==> src/rtl/uart_tx_cfg.sv <==
// Configurable UART transmitter (5..8 data bits, none/odd/even parity, 1..2 stop bits)
// with a fractional baud-tick enable and a valid/ready character input.
module uart_tx_cfg #(
  parameter int BAUD_NUM  = 9,
  parameter int BAUD_DEN  = 1250,
  parameter int DATA_BITS = 8,
  parameter int PARITY    = 0,
  parameter int STOP_BITS = 1
) (
  input  logic       i_clk,
  input  logic       i_rst_n,
  input  logic       i_valid,
  input  logic [7:0] i_data,
  output logic       o_ready,
  output logic       o_busy,
  output logic       o_done,
  output logic       o_uart_tx
);

  localparam int         ACC_W     = $clog2(BAUD_DEN) + 1;
  localparam logic [7:0] DATA_MASK = 8'((1 << DATA_BITS) - 1);

  if (BAUD_NUM <= 0 || BAUD_NUM >= BAUD_DEN ||
      DATA_BITS < 5 || DATA_BITS > 8 ||
      STOP_BITS < 1 || STOP_BITS > 2 ||
      PARITY < 0 || PARITY > 2) begin : g_bad_params
    $error("uart_tx_cfg: illegal parameter combination");
  end

  typedef enum logic [2:0] {
    S_IDLE,
    S_START,
    S_DATA,
    S_PARITY,
    S_STOP
  } state_t;

  state_t             state;
  logic [ACC_W-1:0]   acc;
  logic [ACC_W-1:0]   acc_sum;
  logic               tick;
  logic [7:0]         shreg;
  logic [2:0]         bit_idx;
  logic               stop_cnt;
  logic               par_bit;
  logic [7:0]         data_masked;

  assign data_masked = i_data & DATA_MASK;
  assign o_busy      = ~o_ready;

  // Phase accumulator: acc + NUM never exceeds 2*DEN, so one extra bit is enough.
  always_comb begin
    acc_sum = acc + ACC_W'(BAUD_NUM);
    tick    = (state != S_IDLE) && (acc_sum >= ACC_W'(BAUD_DEN));
  end

  always_ff @(posedge i_clk or negedge i_rst_n) begin
    if (!i_rst_n) begin
      state     <= S_IDLE;
      acc       <= '0;
      shreg     <= '1;
      bit_idx   <= '0;
      stop_cnt  <= 1'b0;
      par_bit   <= 1'b0;
      o_ready   <= 1'b1;
      o_done    <= 1'b0;
      o_uart_tx <= 1'b1;
    end else begin
      o_done <= 1'b0;
      if (state != S_IDLE) begin
        acc <= tick ? (acc_sum - ACC_W'(BAUD_DEN)) : acc_sum;
      end
      case (state)
        S_IDLE: begin
          if (i_valid && o_ready) begin
            state     <= S_START;
            o_ready   <= 1'b0;
            o_uart_tx <= 1'b0;
            acc       <= '0;
            shreg     <= i_data;
            par_bit   <= (PARITY == 1) ? ~(^data_masked) : (^data_masked);
          end
        end
        S_START: begin
          if (tick) begin
            state     <= S_DATA;
            bit_idx   <= '0;
            o_uart_tx <= shreg[0];
          end
        end
        S_DATA: begin
          if (tick) begin
            if (bit_idx == 3'(DATA_BITS - 1)) begin
              if (PARITY != 0) begin
                state     <= S_PARITY;
                o_uart_tx <= par_bit;
              end else begin
                state     <= S_STOP;
                stop_cnt  <= 1'b0;
                o_uart_tx <= 1'b1;
              end
            end else begin
              shreg     <= {1'b1, shreg[7:1]};
              bit_idx   <= bit_idx + 3'd1;
              o_uart_tx <= shreg[1];
            end
          end
        end
        S_PARITY: begin
          if (tick) begin
            state     <= S_STOP;
            stop_cnt  <= 1'b0;
            o_uart_tx <= 1'b1;
          end
        end
        S_STOP: begin
          // Done fires on the closing edge so the consumer sees it together with ready.
          if (tick) begin
            if (stop_cnt == 1'(STOP_BITS - 1)) begin
              state   <= S_IDLE;
              o_ready <= 1'b1;
              o_done  <= 1'b1;
              acc     <= '0;
            end else begin
              stop_cnt <= stop_cnt + 1'b1;
            end
          end
        end
        default: begin
          state     <= S_IDLE;
          o_ready   <= 1'b1;
          o_uart_tx <= 1'b1;
          acc       <= '0;
        end
      endcase
    end
  end

endmodule

==> config.mk <==
export PLATFORM = sky130hd
export DESIGN_NAME = uart_tx_cfg
export DESIGN_NICKNAME = d
export VERILOG_FILES = /design/src/rtl/uart_tx_cfg.sv
export SDC_FILE = /design/constraint.sdc
export NUM_CORES = 1
export LEC_CHECK = 0
export ABC_AREA = 0
export CAP_MARGIN = 30
export CORE_ASPECT_RATIO = 1.5
export CORE_MARGIN = 5
export CORE_UTILIZATION = 54
export CTS_BUF_LIST = sky130_fd_sc_hd__clkbuf_16
export CTS_CLUSTER_DIAMETER = 120
export CTS_CLUSTER_SIZE = 12
export DETAILED_ROUTE_END_ITERATION = 12
export GPL_ROUTABILITY_DRIVEN = 0
export GPL_TIMING_DRIVEN = 0
export PLACE_DENSITY = 0.73
export SLEW_MARGIN = 20
export SYNTH_ARGS = -nofsm -noshare
export SYNTH_HDL_FRONTEND = slang
export SYNTH_SLANG_ARGS = --single-unit
export TNS_END_PERCENT = 50
==> constraint.sdc <==
create_clock -name i_clk -period 2.4 [get_ports i_clk]
set_input_delay 0.48 -clock i_clk [delete_from_list [all_inputs] [get_ports i_clk]]
set_output_delay 0.48 -clock i_clk [all_outputs]
set_load 0.02 [all_outputs]
==> flow_summary_export.csv <==
group,metric,value,unit
run_status,outcome,"complete, but fails checks",
run_status,violations,"setup timing",
detailed_routing,via_count,2134,
floorplanning,die_h,88.94,um
grt,grtUsageTotal,22.22,%
timing,max_freq,0.4086,GHz
placement,placed_cells,314,
cells_and_area,diodes,0,
worst_setup_path,path_max_fanout,9,
clock_network,clock_latency,280,ps
timing,slew_headroom,47.15,%
clock_network,cts.path.max_buffers,2,
worst_setup_path,crit_chain,"buf_4, nand4_4, or4_4, a21oi_4, a32o_2, buf_8, nor2_8, a211oi_4, mux2_1",
grt,grt_max_degree,30,
power,p_sw,2.130,mW
detailed_routing,wl_per_cell,18.47,um
logic_synthesis,syn_avg_cell_area,8.798,um^2
detailed_routing,routed_via_density,6.295,
floorplanning,rows,28,
flow_run,drv_cap,0,
timing,finalSetupTns,-264.3,ps
power,seqPwrFrac,21.3,%
logic_synthesis,synth_top_area_cell,"dfrtp_1",
detailed_routing,drc,0,
cells_and_area,area_growth,31.62,%
worst_setup_path,cp_data_arrival_time,2610,ps
timing,drv_slew,0,
logic_synthesis,synth_cell_types,64,
power,internal-power,2.552,mW
floorplanning,num_io_pins,15,
clock_network,h-tree-depth,2,
power,power_density,1586,mW/mm^2
detailed_routing,totalWireLength,6261,um
logic_synthesis,postSynthRegisterBits,29,
clock_network,cts_tree,"done",
grt,grt_pass1_vias,2068,
logic_synthesis,synthArstFlopShare,100.0,%
logic_synthesis,syn-num-nets,271,
clock_network,cts-root-buf,"clkbuf_16",
worst_setup_path,worst_r2r_path_depth,9,
worst_setup_path,regToRegSetupSlack,-50,ps
cells_and_area,stdcell_count,339,
worst_setup_path,rr_endpoint,"bit_idx[2]",
floorplanning,start_util,56.17,%
grt,grt.overflow.total,0,
cells_and_area,mostFrequentLayoutCells,"nand2_1, a21oi_1, nor2_1",
timing,worstMarginPinSlew,789.8,ps
detailed_routing,drt_iter0_markers,222,
floorplanning,die_area,0.005570,mm^2
worst_setup_path,cp_slowest_cell,"or4_4",
clock_network,ctsHoldBuffers,0,
grt,grt_pass1_wl,9804,um
logic_synthesis,ys.flop_type,"dfrtp_1",
timing,layout_setup_ws,-47.30,ps
timing,clock_skew,2.501,ps
logic_synthesis,synth_area_leaders,"dfrtp_1, dfstp_2, a21oi_1, nand2_1, nor2_1",
logic_synthesis,syn_area,0.002243,mm^2
logic_synthesis,seq_area_frac_synth,32.91,%
worst_setup_path,reg2reg_from,"acc[6]",
worst_hold_path,min_path_type,"in -> async",
clock_network,numCtsBuffers,5,
logic_synthesis,syn_inst,255,
logic_synthesis,synth_edf_count,0,
clock_network,cts_sinks,29,
timing,final-hold-violation-count,0,
clock_network,clkSlewWorstSetupHoldPaths,50,ps
cells_and_area,final_common_cell,"nand2_1",
worst_setup_path,required,2560,ps
placement,dpl.hpwl,3998,um
power,pwr-share-comb,63.6,%
logic_synthesis,yosys_warnings,0,
floorplanning,core-area,0.003994,mm^2
worst_setup_path,start_kind,"flop",
timing,fin_crit,2447,ps
cells_and_area,drive_above_1_share,30.61,%
grt,grt_antenna_before_repair,0,
power,vdd_drop_max,0.9927,mV
cells_and_area,nets,309,
power,power_leakage,1.173,nW
cells_and_area,post-route-util,73.93,%
logic_synthesis,synth_top_area_share,21.19,%
detailed_routing,dr.pass1.iters,5,
worst_setup_path,slowest_delay,580,ps
cells_and_area,fill_cells,299,
worst_setup_path,end_kind,"flop",
timing,finalSetupViolCount,11,
placement,port_buffers,14,
timing,finalCritPeriodShare,102.0,%
timing,rsz0062_at_grt,"true",
power,p_sw_share,45.48,%
worst_setup_path,path_class,"reg -> reg",
floorplanning,die_width,62.63,um
power,clock_power_share,15.2,%
detailed_routing,detail-route-antenna-nets,0,
==> cell type report <==
cell class	count	area (um^2)	area share (%)
plain buffers	12	83.83	2.839
clock buffers	5	125.1	4.237
clock inverters	3	41.29	1.398
inverters	11	41.29	1.398
multi-input cells	203	1583	53.60
flip-flops and latches	29	743.2	25.17
well taps	45	56.30	1.907
repair buffers	31	279.0	9.449
==> cells in the mapped netlist, types with 4 or more instances <==
cell	n
a21oi_1	23
xnor2_1	9
o22ai_1	9
nand3_1	10
a21o_1	4
inv_1	11
a31oi_1	5
and2_1	4
clkbuf_1	6
dfrtp_1	19
o21ai_0	7
ha_1	5
nor3_1	8
dfstp_2	10
o211ai_1	5
nand4_1	4
nand2_1	27
nor2_1	21
==> routing by layer <==
layer	vias to the layer above	GRT usage (%)	part of all wire, %
met5	-	0	0
met4	0	12.36	3.4
met3	25	2.516	4.4
met2	80	40.94	52
met1	1013	24.92	40
li1	1016	-	-
==> per-stage QoR <==
stage               cell area (um^2)  power [mW]  setup WS, ps  hold WS, ps
floorplan                       2256       2.800         24.09        184.4
global placement                2452       3.312        -388.3        448.2
detailed placement              2447       3.344        -351.0        450.5
CTS                             2823       4.392        -7.138        262.0
global route                    2953       4.988        -128.7        291.7
finish                          2953       4.682        -47.30        238.5
==> registers in the layout (all words and copies together) (netlist names) <==
name and flops:
acc 12, shreg 8, bit_idx 3, state 3, o_done 1, o_ready 1
o_uart_tx 1
==> worst max-delay path by stage <==
stage / startpoint / to / slack, ps / cells after the start
final: acc[6] / bit_idx[2] / -50 / 9
after global routing: acc[0] / acc[6] / -130 / 10
after CTS: acc[0] / bit_idx[2] / -7 / 9
after detailed placement: acc[0] / acc[6] / -350 / 9
after global placement: acc[0] / acc[1] / -390 / 9
after floorplan: acc[0] / bit_idx[1] / 20 / 9
==> power by group through the flow <==
| stage | sequential [mW] | combinational, mW | clock (mW) |
|---|---|---|---|
| 5_1_grt | 1.03 | 3.21 | 0.744 |
| 3_5_place_dp | 0.978 | 2.37 | 0 |
| 3_3_place_gp | 0.979 | 2.33 | 0 |
| 2_1_floorplan | 0.948 | 1.85 | 0 |
| 4_1_cts | 0.978 | 2.70 | 0.718 |
| 6_report | 0.995 | 2.98 | 0.711 |
==> cells by family (layout without fill, tap and decap cells) <==
family	Yosys count	in the layout	share of synthesized area, %
simple gates	99	99	23.70
xor+xnor	11	11	5.466
buf+inv	23	62	5.019
compound gates	83	83	27.77
flops	29	29	32.91
mux	5	5	2.342
fa+ha+maj	5	5	2.789
==> repair_timing <==
item                                    4_1_cts  5_1_grt
resized for setup                            22       22
cloned                                        0        0
hold endpoints to repair                      0        0
endpoints found under the setup margin       27       26
pin swaps                                    12       12
buffers inserted                             14        3
==> worst max-delay path: cells and delay by family (launching register included) <==
family / cells / cell delay [ps]
compound gates: 3 / 540
buf+inv: 2 / 320
flops: 1 / 320
mux: 1 / 340
simple gates: 3 / 800
No activity file was read; power rests on OpenSTA's default activity.
